$ cat src/rtl/sap_regbank.sv
// Parametrised register bank with one modify port, two combinational read ports,
// and zero/carry flags feeding a SAP-2 style controller.
module sap_regbank #(
   parameter int WIDTH = 8,
   parameter int DEPTH = 4,
   localparam int AW = $clog2(DEPTH)
) (
   input  logic             clk,
   input  logic             clr_n,
   input  logic [2:0]       op,
   input  logic [AW-1:0]    wsel,
   input  logic [WIDTH-1:0] in,
   input  logic [AW-1:0]    asel,
   input  logic [AW-1:0]    bsel,
   output logic [WIDTH-1:0] a_out,
   output logic [WIDTH-1:0] b_out,
   output logic             zero,
   output logic             carry
);

   typedef enum logic [2:0] {
      OP_HOLD = 3'b000,
      OP_LOAD = 3'b001,
      OP_INC  = 3'b010,
      OP_DEC  = 3'b011,
      OP_SHL  = 3'b100,
      OP_SHR  = 3'b101,
      OP_CLR  = 3'b110,
      OP_ROR  = 3'b111
   } op_e;

   logic [WIDTH-1:0] r_regs [DEPTH];
   logic             r_zero;
   logic             r_carry;

   logic [WIDTH-1:0] w_cur;
   logic [WIDTH-1:0] w_next;
   logic             w_carry;
   op_e              w_op;

   assign w_op  = op_e'(op);
   assign w_cur = r_regs[wsel];

   // Next value of the selected register; `in` is only looked at for LOAD.
   always_comb begin
      w_next  = w_cur;
      w_carry = r_carry;
      case (w_op)
         OP_HOLD: ;
         OP_LOAD: begin
            w_next  = in;
            w_carry = 1'b0;
         end
         OP_INC: begin
            w_next  = w_cur + WIDTH'(1);
            w_carry = &w_cur;
         end
         OP_DEC: begin
            w_next  = w_cur - WIDTH'(1);
            w_carry = ~|w_cur;
         end
         OP_SHL: begin
            w_next  = {w_cur[WIDTH-2:0], 1'b0};
            w_carry = w_cur[WIDTH-1];
         end
         OP_SHR: begin
            w_next  = {1'b0, w_cur[WIDTH-1:1]};
            w_carry = w_cur[0];
         end
         OP_CLR: begin
            w_next  = '0;
            w_carry = 1'b0;
         end
         OP_ROR: begin
            w_next  = {w_cur[0], w_cur[WIDTH-1:1]};
            w_carry = w_cur[0];
         end
         default: ;
      endcase
   end

   // HOLD leaves both the bank and the flags untouched.
   always_ff @(posedge clk or negedge clr_n) begin
      if (!clr_n) begin
         for (int i = 0; i < DEPTH; i++) begin
            r_regs[i] <= '0;
         end
         r_zero  <= 1'b0;
         r_carry <= 1'b0;
      end else if (w_op != OP_HOLD) begin
         r_regs[wsel] <= w_next;
         r_zero       <= (w_next == '0);
         r_carry      <= w_carry;
      end
   end

   assign a_out = r_regs[asel];
   assign b_out = r_regs[bsel];
   assign zero  = r_zero;
   assign carry = r_carry;

endmodule
$ cat config.mk
export PLATFORM = sky130hd
export DESIGN_NAME = sap_regbank
export DESIGN_NICKNAME = d
export VERILOG_FILES = /design/src/rtl/sap_regbank.sv
export SDC_FILE = /design/constraint.sdc
export NUM_CORES = 1
export LEC_CHECK = 0
export ABC_AREA = 1
export CORE_MARGIN = 3
export CORE_UTILIZATION = 56
export DETAILED_ROUTE_END_ITERATION = 7
export PLACE_DENSITY = 0.81
export SLEW_MARGIN = 20
export SYNTH_ARGS = -nofsm -noshare
export SYNTH_HDL_FRONTEND = slang
export SYNTH_SLANG_ARGS = --single-unit
$ cat constraint.sdc
create_clock -name clk -period 2.5 [get_ports clk]
set_input_delay 0.375 -clock clk [delete_from_list [all_inputs] [get_ports clk]]
set_output_delay 0.375 -clock clk [all_outputs]
set_load 0.01 [all_outputs]
# After elaboration in Yosys (flattened, before gate mapping)
# Index checks and enable logic that the tools add are counted.
[classes]
addsub = 2
magnitude_cmp = 4
n_eq_ne = 7
mux = 14
bitwise_logic = 3
n_reduce_logical = 10
[op_table]
columns = ["operator", "count"]
rows = [
  ["$mux W8", 7],
  ["$pmux W8 S7", 1],
  ["$bmux W8 S2", 3],
  ["$bwmux W32", 1],
  ["$demux W8 S2", 1],
  ["$eq A3 B3 Y1 const B", 4],
  ["$ge A3 B3 Y1 const B", 3],
  ["$not A2 Y3", 3],
  ["$add A8 B1 Y8 const B", 1],
  ["$logic_not A8 Y1", 1],
  ["$reduce_and A8 Y1", 1],
  ["$reduce_or A8 Y1", 1],
  ["$sub A8 B1 Y8 const B", 1],
  ["$eq A3 B2 Y1 const B", 2],
  ["$pmux W1 S5", 1],
  ["$reduce_bool A5 Y1", 1],
  ["$reduce_or A2 Y1", 2],
  ["$eq A3 B1 Y1 const B", 1],
  ["$lt A3 B1 Y1 const B", 1],
  ["$reduce_bool A3 Y1", 1],
  ["$reduce_and A2 Y1", 1],
  ["$logic_and A1 B1 Y1", 1],
  ["$logic_not A1 Y1", 1],
]
[word_totals]
reg_bits = 34
in_bits = 19
output_inout_bits = 18
word_cells = 46

# Longest topological paths before layout
# Gate-level depths: netlist (run 1).
[logic_depth]
word_depth = 7
depth_mapped = 21

# Worst setup path after synthesis (run 1)
# No wires, ideal clock.
[synth_timing]
path_kind = "input-to-reg"
start = "input port wsel[0]"
end = "register r_zero, in the netlist zero"
arrival_ps = 2177
required_ps = 2383
setup_slack_ps = 206
stages = 16
cell_sequence = "buf_6 nand2_1 inv_2 a22oi_1 nand2_2 ha_1 nand2_1 inv_1 a221oi_1 nand2_1 nand2_1 nand3_1 nand2_2 nand2_1 nand3_1 nand2_1"
[synth_between]
elab_chain_len = 7
[synth_lines]
columns = ["item", "line", "rtl"]
rows = [
  ["from (decl)", "11", "input logic [AW-1:0] wsel,"],
  ["$not A2 Y3 (implied by the code) *", "42", "assign w_cur = r_regs[wsel];"],
  ["$bmux W8 S2 *", "42", ""],
  ["$mux W8 (implied by the code) * (2 in a row)", "42", ""],
  ["$sub A8 B1 Y8 or $add A8 B1 Y8 (tied branches)", "59, 55", ""],
  ["$pmux W8 S7 *", "48", "case (w_op)"],
  ["$logic_not A8 Y1 *", "92", "r_zero <= (w_next == '0);"],
  ["to (signal assigned)", "92", ""],
  ["to (decl)", "33", "logic r_zero;"],
]
# Every way passes the cells marked *; elsewhere a longest branch is shown, timed or not. The select of a mux whose other input is x is not followed.
# A chain may end at the register's enable or synchronous reset.

# Final worst setup path (run 1)
[layout_timing]
start = "input port bsel[0]"
end = "output port b_out[5]"
[layout_between]
elab_chain_len = 4
[layout_lines]
columns = ["item", "line", "rtl"]
rows = [
  ["from (decl)", "14", "input logic [AW-1:0] bsel,"],
  ["$not A2 Y3 (implied by the code)", "98", "assign b_out = r_regs[bsel];"],
  ["$bmux W8 S2", "98", ""],
  ["$mux W8 (implied by the code) (2 in a row)", "98", ""],
  ["to (decl)", "16", "output logic [WIDTH-1:0] b_out,"],
]
# No other way between the ends. The select of a mux whose other input is x is not followed.

==> results of run 1 <==
per-layer routing:
layer	routed length (µm)	part of all wire, %	vias up	global-route usage [%]
met5	0	0	-	0
met1	3787	42	1583	40.72
met2	4182	47	181	49.48
li1	-	-	1603	-
met3	753	8.4	30	5.047
met4	220	2.5	0	9.239
worst reg2reg max path, stage by stage, from the launching register on:
cell and delay [ns]:
dfrtp_1 0.36, inv_1 0.13, o21ai_0 0.13, a21oi_1 0.16
o21ai_2 0.10, ha_1 0.36, nand2_1 0.08, inv_1 0.06
a221oi_2 0.29, nand3_1 0.11, nand3_1 0.11, nand2_2 0.09
mux2i_1 0.17, inv_1 0.07
state kept, by name, summed over array words and instances (netlist names):
| signal | cells |
|---|---|
| carry | 1 |
| zero | 1 |
| r_regs | 32 |
synth_stat cells:
cell      instances  area share [%]
clkbuf_1         11             1.5
nor3_2            2            0.71
nand3_1          24             4.3
or4_1             1            0.27
nand3_2           1            0.36
o211ai_1          1            0.27
o21ai_1           6             1.1
a21o_1            1            0.27
xor2_1            1            0.31
nand4_1           3            0.67
nand2_2           9             2.0
ha_1              6             2.7
a221oi_1          2            0.62
o21ai_0          42             7.5
dfrtp_1          34              30
buf_4             1            0.27
a22oi_1           4             1.1
clkinv_1          3            0.40
o21ai_4           1            0.58
a21oi_1          54             9.6
nor2_8            1            0.71
inv_1            48             6.4
nand2_1          96              13
nor2_1           39             5.2
o21ai_2           4             1.2
nor3_1            2            0.36
nand2_4           4             1.6
buf_6             1            0.40
nand4_2           1            0.45
inv_2             9             1.2
mux2i_1           6             2.1
o22ai_1          10             2.2
nor2_2            2            0.45
stage by stage:
stage	area (µm²)	util (%)	setup slack, ns	TNS, ns
2_1_floorplan	2806	-	0.2058	0
3_5_place_dp	3626	75.76	-0.5173	-8.699
5_1_grt	3777	78.93	0.04823	0
3_3_place_gp	3626	75.76	-0.4448	-7.114
6_report	3777	78.93	0.1106	0
4_1_cts	3721	77.75	0.01397	0
final cells by class:
type	count	area, µm²
Multi-Input combinational cell	323	1718
Fill cell	377	1008
Sequential cell	34	850.8
Timing Repair Buffer	96	808.3
Inverter	60	225.2
Clock buffer	7	86.33
Tap cell	67	83.83
Clock inverter	1	5.005
layout by cell type, fill, tap and decap left out, drive strengths merged:
| master | count |
|---|---|
| nand2 | 109 |
| buf | 60 |
| inv | 59 |
| a21oi | 54 |
| o21ai | 53 |
| nor2 | 42 |
| dfrtp | 34 |
| clkdlybuf4s50 | 31 |
| nand3 | 25 |
| o22ai | 10 |
| clkbuf | 9 |
| mux2i | 6 |
| ha | 6 |
| a22oi | 4 |
| nand4 | 4 |
| nor3 | 4 |
| dlymetal6s2s | 3 |
| clkinv | 2 |
| a221oi | 2 |
| a21o | 1 |
| o211ai | 1 |
| xor2 | 1 |
| or4 | 1 |
final timing paths:
check / cells after the start / slack, ns / from / to
worst min register to register: 2 / 0.51 / carry / carry
min in group clk: 2 / 0.51 / carry / carry
worst max register to register: 13 / 0.17 / r_regs[22] / r_regs[15]
max in group asynchronous: 2 / 1.69 / clr_n / r_regs[28]
worst max-delay path: 6 / 0.11 / bsel[0] / b_out[5]
worst min-delay path: 2 / 0.50 / clr_n / r_regs[2]
report_power, final:
part	internal (mW)	switching, mW	total (mW)
Sequential	0.670	0.138	0.809
Combinational	0.487	0.590	1.08
Clock	0.222	0.190	0.412
kinds of logic (layout without fill, tap and decap cells):
| family | Yosys count | count (layout) | share of synthesized area, % |
|---|---|---|---|
| simple gates | 185 | 185 | 29.92 |
| compound gates | 125 | 125 | 24.48 |
| buf+inv | 73 | 164 | 10.16 |
| flops | 34 | 34 | 30.32 |
| fa+ha+maj | 6 | 6 | 2.675 |
| mux | 6 | 6 | 2.140 |
| xor+xnor | 1 | 1 | 0.3121 |
what timing repair did:
item,CTS,global route
resized for setup,3,19
buffers inserted,0,2
setup endpoints to repair,17,25
endpoints found under the hold margin,0,0
pin swaps,0,5
==> run_results.csv, run 1 <==
group,metric,value,unit
yosys,synth_cells,430,
critical_path,cp_slowest_cell,"clkdlybuf4s50_1",
sta,max_freq,418.5,MHz
floorplanning,rows,25,
yosys,yosys_warnings,0,
global_routing,antenna_found_initial,0,
global_routing,grt_pass1_wl,14280,µm
critical_path,crit_arrival,2.01,ns
critical_path,endpoint_kind,"primary output",
cells_and_area,fin_nets,545,
drt,vias,3397,
drt,drtIter0Drc,403,
worst_hold_path,hold_path.class,"primary input to async pin",
yosys,seq_area_frac_synth,30.32,%
clocking,clkSinkCount,34,
cells_and_area,drive_gt1_share,21.69,%
floorplanning,die_height,76.79,µm
clocking,cts_max_level,2,
sta,layout_min_cycle_time,2.389,ns
sta,whs,0.4975,ns
floorplanning,initial_core_util,58.64,%
yosys,syn_area,0.002806,mm²
drt,ant_nets,0,
sta,hold_violations,0,
pwr,p_leak,2.002,nW
drt,wirelength,8943,µm
sta,clock_skew,0.01136,ns
clocking,cts_tree,"built",
drt,drc_errors,0,
clocking,cts.reportedPaths.clkPinSlew,0.07,ns
critical_path,worstPathCellList,"clkdlybuf4s50_1 > inv_2 > buf_4 > o21ai_0 > o22ai_1 > clkdlybuf4s50_1",
global_routing,grt.total_usage,30.17,%
pwr,ir_drop,501.5,µV
pwr,power_density,608.0,mW/mm²
critical_path,crit_fanout,10,
drt,first_pass_iters,5,
critical_path,crit_path_max_incr_delay,0.57,ns
cells_and_area,layoutNonFillerInstCount,588,
global_routing,grt_max_degree,35,
placed_design,gp_congestion,1.010,
global_routing,grt-ovfl-total,0,
cells_and_area,diodes,0,
drt,wl_per_cell,15.21,µm
critical_path,required,2.12,ns
clocking,clk_path_buf_depth,2,
floorplanning,die_w,76.79,µm
placed_design,numPortBuffers,36,
clocking,cts-root-buf,"clkbuf_8",
placed_design,dp.cells,578,
clocking,clk-insertion-delay-late,0.29,ns
critical_path,crit_buf_inv,4,
floorplanning,pin_count,37,
placed_design,dp.final_hpwl,6698,µm
sta,post-route-period-util,95.57,%
yosys,ys_ff_latch,34,
critical_path,crit_path_frequent_cell,"clkdlybuf4s50_1",
critical_path,cp-start-kind,"primary input",
floorplanning,die_area,0.005897,mm²
sta,setup_violations,0,
clocking,hold_buffers,0,
yosys,ys_types,33,
critical_path,cp_top_family,"buffers and inverters",
global_routing,grt_pass1_vias,3051,
drt,routed_via_density,5.777,
yosys,syn_nets,455,
critical_path,criticalPathCategory,"primary input to primary output",
sta,slew_headroom,40.71,%
flow_run,cap_viol_max_count,0,
sta,worst_pin_slew,0.8826,ns
sta,slew_viol_final,0,
yosys,avgSynthCellArea,6.527,µm²
status,status,"finished, final reports clean",
pwr,finalPower,2.296,mW
cells_and_area,syn_to_final_growth,34.60,%
sta,rsz0062_at_grt,"no",
clocking,numCtsBuffers,5,
floorplanning,coreArea,0.004786,mm²
(Power assumes the default switching activity.)
==> inputs of run 2 (changes only) <==
CORE_MARGIN = 2   (was 3)
==> run 2 against run 1 <==
Effect of this change:
- clock skew is 0.0061 ns lower
- first-iteration DRC count is 16% lower
- combinational power hardly changed
- critical path type unchanged
- largest cell class unchanged
- clock power is 11% lower
- wire length is 0.94% lower
- non-clock buffer count is 1 higher
- cell count stayed put
- sequential power is 0.5% higher
- cell area is 0.86% higher
- fmax is 2.8% lower
- sequential share of layout area is 0.19 points lower
==> run_results.csv, run 2 (synthesis gave the netlist of run 1 again) <==
group,metric,value,unit
status,status,"finished, final reports clean",
clocking,clk-insertion-delay-late,0.28,ns
placed_design,gp_congestion,0.9495,
critical_path,required,2.12,ns
clocking,clk_path_buf_depth,2,
sta,worst_pin_slew,0.5821,ns
floorplanning,coreArea,0.004786,mm²
floorplanning,initial_core_util,58.64,%
sta,max_freq,406.9,MHz
cells_and_area,fin_nets,546,
pwr,power_density,593.2,mW/mm²
drt,drc_errors,0,
clocking,cts.reportedPaths.clkPinSlew,0.06,ns
critical_path,crit_fanout,12,
clocking,cts-root-buf,"clkbuf_8",
critical_path,cp-endpoint,"b_out[5]",
pwr,ir_drop,581.4,µV
cells_and_area,multi_input_area,0.001737,mm²
drt,ant_nets,0,
cells_and_area,regMostFlops,"r_regs",
drt,first_pass_iters,5,
flow_run,cap_viol_max_count,0,
floorplanning,die_w,74.79,µm
drt,wl_met2,4174,µm
cells_and_area,largest_reg_flops,32,
sta,setup_violations,0,
sta,layout_min_cycle_time,2.458,ns
drt,wirelength,8859,µm
placed_design,numPortBuffers,36,
critical_path,crit_path_frequent_cell,"clkdlybuf4s50_1",
floorplanning,pin_count,37,
sta,slew_headroom,61.10,%
clocking,cts_tree,"built",
clocking,numCtsBuffers,5,
global_routing,grt-ovfl-total,0,
global_routing,antenna_found_initial,0,
critical_path,r2r_slack,0.25,ns
drt,vias,3409,
clocking,clkSinkCount,34,
sta,slew_viol_final,0,
cells_and_area,final_cell_mix,"94 x nand2_1, 59 x buf_4, 50 x a21oi_1, 45 x inv_1",
drt,wl_per_cell,15.07,µm
global_routing,grt_pass1_wl,14320,µm
cells_and_area,ff_latch_area,850.8,µm²
critical_path,cp_top_family,"buffers and inverters",
critical_path,cp-start-kind,"primary input",
cells_and_area,drive_gt1_share,22.46,%
critical_path,criticalPathCategory,"primary input to primary output",
critical_path,cp-startpoint,"bsel[0]",
drt,met1Wirelength,3638,µm
critical_path,crit_buf_inv,4,
cells_and_area,mostFrequentLayoutCell,"nand2_1",
cells_and_area,fillers,356,
drt,dr_wl_met3,793,µm
clocking,cts_max_level,2,
sta,post-route-period-util,98.31,%
cells_and_area,layoutNonFillerInstCount,588,
cells_and_area,final_core_util,79.61,%
floorplanning,die_height,74.79,µm
critical_path,rr_endpoint,"r_regs[31]",
floorplanning,die_area,0.005594,mm²
pwr,p_leak,2.019,nW
placed_design,dp.final_hpwl,6674,µm
drt,routed_via_density,5.798,
critical_path,endpoint_kind,"primary output",
drt,dr.max_layer_used,"met4",
placed_design,dp.cells,576,
global_routing,grt_pass1_vias,3051,
floorplanning,rows,25,
critical_path,crit_path_max_incr_delay,0.54,ns
sta,hold_violations,0,
critical_path,worstPathCellList,"clkdlybuf4s50_1 > clkinvlp_4 > buf_6 > o21ai_0 > o22ai_1 > clkdlybuf4s50_1",
drt,drtIter0Drc,338,
cells_and_area,syn_to_final_growth,35.76,%
worst_hold_path,hold_path.class,"primary input to async pin",
cells_and_area,diodes,0,
critical_path,cp_slowest_cell,"clkdlybuf4s50_1",
critical_path,r2r-start,"r_regs[20]",
global_routing,grt.total_usage,33.64,%
critical_path,r2r_cells,12,
sta,clock_skew,0.005266,ns
critical_path,critical_path_depth,6,
global_routing,grt_max_degree,35,
critical_path,crit_arrival,2.08,ns
==> run 2: report_power, final <==
part | total, mW | switching (mW) | leakage (nW) | internal [mW]
Combinational | 1.08 | 0.587 | 1.55 | 0.492
Clock | 0.368 | 0.177 | 0.0383 | 0.191
Sequential | 0.813 | 0.143 | 0.427 | 0.670
==> run 2: worst register-to-register path, stage by stage, from the launching register on <==
cell and delay [ns]:
dfrtp_1 0.36, inv_1 0.14, o21ai_1 0.09, a21oi_1 0.12, nand2_1 0.12, ha_4 0.25
a21o_1 0.21, a221oi_2 0.29, nand3_1 0.11, nand3_1 0.11, nand2_2 0.09, mux2i_1 0.18
inv_1 0.06
==> run 2: area by class of cell <==
type / count / share of cell area [%]
multi-input cells: 323 / 45.58
flip-flops and latches: 34 / 22.33
repair buffers: 97 / 21.84
inverters: 60 / 6.043
well taps: 67 / 2.200
clock buffers: 7 / 2.003
==> run 2: per-layer routing <==
| metal | vias to the layer above | GRT usage, % |
|---|---|---|
| li1 | 1616 | - |
| met1 | 1560 | 46.73 |
| met2 | 204 | 54.28 |
| met3 | 29 | 4.150 |
| met4 | 0 | 12.30 |
| met5 | - | 0 |
==> run 2: timing repair <==
item / in CTS / in global routing
setup endpoints to repair: 12 / 22
buffers inserted: 1 / 4
resized for setup: 14 / 17
pin swaps: 6 / 8
hold buffers: 0 / 0
==> run 2: how the worst min path moves through the flow <==
| stage | startpoint | to | slack (ns) | depth (start not counted) |
|---|---|---|---|---|
| after floorplan | clr_n | carry | 0.08 | 0 |
| after global placement | zero | zero | 0.48 | 2 |
| after detailed placement | zero | zero | 0.48 | 2 |
| after CTS | zero | zero | 0.50 | 2 |
| after global routing | zero | zero | 0.53 | 2 |
| final | clr_n | r_regs[17] | 0.50 | 2 |
==> run 2: stage by stage <==
| stage | setup TNS [ns] | area [µm²] | setup slack [ns] | power (mW) | hold slack, ns |
|---|---|---|---|---|---|
| CTS | 0 | 3752 | 0.02950 | 2.230 | 0.5032 |
| global route | -0.06088 | 3810 | -0.03120 | 2.409 | 0.5338 |
| detailed placement | -7.299 | 3611 | -0.4514 | 1.824 | 0.4797 |
| floorplan | 0 | 2806 | 0.2058 | 1.349 | 0.07941 |
| global placement | -5.600 | 3611 | -0.3676 | 1.792 | 0.4804 |
| finish | 0 | 3810 | 0.04222 | 2.260 | 0.5019 |
==> inputs of run 3 (changes only) <==
CORE_MARGIN = not set   (was 2)
==> run 3 against run 2 <==
Effect of this change:
- total power up 13%
- via count up 2.4%
- wire length up 9.0%
- critical endpoint is now a_out[5]
- die area down 5.3%
- largest cell class unchanged
- hold slack worse by 0.0095 ns
- utilization up 2.5 points
- register-to-register slack worse by 0.08 ns
- critical path depth unchanged
==> run_results.csv, run 3 (synthesis gave the netlist of run 1 again) <==
group,metric,value,unit
drt,dr_wl_met3,947,µm
pwr,combPwrFrac,43.4,%
critical_path,endpoint_kind,"primary output",
critical_path,crit_path_frequent_cell,"clkdlybuf4s50_1",
critical_path,crit_arrival,2.06,ns
placed_design,pre_cts_ws,-0.4819,ns
critical_path,crit_path_max_incr_delay,0.50,ns
clocking,cts.reportedPaths.clkPinSlew,0.08,ns
critical_path,cp_top_family,"buffers and inverters",
drt,wl_per_cell,16.20,µm
global_routing,grt_pass1_wl,15510,µm
drt,drtIter0Drc,414,
placed_design,dp.final_hpwl,6858,µm
sta,max_freq,410.8,MHz
clocking,cts_tree,"built",
critical_path,worstPathCellList,"clkdlybuf4s50_1 > clkinv_2 > buf_4 > o21ai_0 > o22ai_1 > clkdlybuf4s50_1",
drt,ant_nets,0,
placed_design,dp.cells,582,
clocking,cts-root-buf,"clkbuf_8",
pwr,internal-power,1.574,mW
floorplanning,rows,25,
pwr,seqPwrFrac,31.6,%
worst_hold_path,hold_path.class,"primary input to async pin",
cells_and_area,diodes,0,
sta,fin_setup_tns,0,ns
floorplanning,pin_count,37,
global_routing,grt.total_usage,38.81,%
placed_design,gp_congestion,0.8998,
cells_and_area,layoutNonFillerInstCount,596,
critical_path,crit_buf_inv,4,
cells_and_area,fin_nets,553,
pwr,p_clk_share,25.0,%
status,status,"finished, final reports clean",
floorplanning,die_w,72.79,µm
pwr,net-switching-power,984.6,µW
floorplanning,die_area,0.005298,mm²
clocking,hold_buffers,0,
cells_and_area,regMostFlops,"r_regs",
cells_and_area,final_cell_mix,"93 x nand2_1, 67 x buf_4, 52 x a21oi_1, 45 x inv_1, 41 x o21ai_0",
sta,worst_pin_slew,0.5798,ns
sta,setup_violations,0,
cells_and_area,drive_gt1_share,24.20,%
drt,vias,3490,
clocking,numCtsBuffers,5,
drt,wl_met2,4611,µm
sta,hold_violations,0,
critical_path,criticalPathCategory,"primary input to primary output",
critical_path,required,2.12,ns
floorplanning,coreArea,0.004786,mm²
sta,clock_skew,0.008378,ns
sta,layout_min_cycle_time,2.434,ns
pwr,ir_drop,453.9,µV
drt,routed_via_density,5.856,
flow_run,cap_viol_max_count,0,
drt,drc_errors,0,
drt,first_pass_iters,5,
sta,post-route-period-util,97.37,%
global_routing,grt-ovfl-total,0,
critical_path,crit_fanout,9,
sta,slew_headroom,61.25,%
global_routing,grt_pass1_vias,3322,
pwr,power_density,651.0,mW/mm²
clocking,clk_path_buf_depth,2,
pwr,p_sw_share,38.48,%
drt,met1Wirelength,3805,µm
cells_and_area,mostFrequentLayoutCell,"nand2_1",
drt,wirelength,9655,µm
cells_and_area,fillers,343,
critical_path,cp-start-kind,"primary input",
pwr,p_leak,2.100,nW
cells_and_area,largest_reg_flops,32,
clocking,clkSinkCount,34,
sta,slew_viol_final,0,
cells_and_area,syn_to_final_growth,40.04,%
floorplanning,die_height,72.79,µm
sta,setup_ws,0.06576,ns
drt,dr.max_layer_used,"met4",
critical_path,cp_slowest_cell,"clkdlybuf4s50_1",
placed_design,numPortBuffers,36,
pwr,finalPower,2.559,mW
global_routing,antenna_found_initial,0,
global_routing,grt_max_degree,35,
clocking,cts_max_level,2,
clocking,clk-insertion-delay-late,0.30,ns
floorplanning,initial_core_util,58.64,%
## run 3: cell types whose count changed in the layout (fill, tap and decap cells not counted), moves of 2 or more
cell / delta
dlymetal6s2s_1: +2
a21oi_1: +2
clkbuf_1: -2
o21ai_0: +2
a21oi_2: -2
buf_4: +8
bufinv_16: +2
o21ai_1: -2
## run 3: what timing repair did
item	4_1_cts	5_1_grt
pin swaps	6	11
resized for setup	12	17
setup endpoints to repair	13	35
endpoints found under the hold margin	0	0
setup buffers	2	4
## run 3: final timing paths
check	startpoint	end	slack (ns)	cells past startpoint
hold / removal	clr_n	r_regs[9]	0.49	2
max in group asynchronous	clr_n	r_regs[17]	1.67	2
hold reg to reg	zero	zero	0.53	2
setup reg to reg	r_regs[28]	zero	0.17	14
setup / recovery	asel[0]	a_out[5]	0.07	6
min in group clk	zero	zero	0.53	2
## run 3: layout make-up
cell class	instances	area (µm²)	share of cell area, %
multi-input cells	323	1739	44.25
flip-flops and latches	34	852.1	21.68
inverters	60	230.2	5.858
well taps	67	83.83	2.133
repair buffers	104	887.1	22.57
clock inverters	3	68.82	1.751
clock buffers	5	68.82	1.751
## run 3: power by group through the flow
stage	sequential [mW]	clock, mW	combinational, mW
2_1_floorplan	0.763	0	0.586
3_3_place_gp	0.801	0	1.00
3_5_place_dp	0.806	0	1.04
4_1_cts	0.796	0.638	1.08
5_1_grt	0.818	0.661	1.21
6_report	0.808	0.639	1.11
## run 3: routing by layer
layer / global-route usage (%) / up-vias
met5: 0 / -
met4: 14.38 / 0
met3: 7.182 / 40
met2: 65.11 / 242
met1: 49.87 / 1583
li1: - / 1625
## run 3: through the flow
stage / util [%] / hold WS [ns] / instance area [µm²]
after global placement: 76.39 / 0.4801 / 3656
after detailed placement: 76.39 / 0.5020 / 3656
final: 82.12 / 0.4924 / 3930
after floorplan: - / 0.07941 / 2806
after CTS: 80.86 / 0.5117 / 3870
after global routing: 82.12 / 0.5423 / 3930
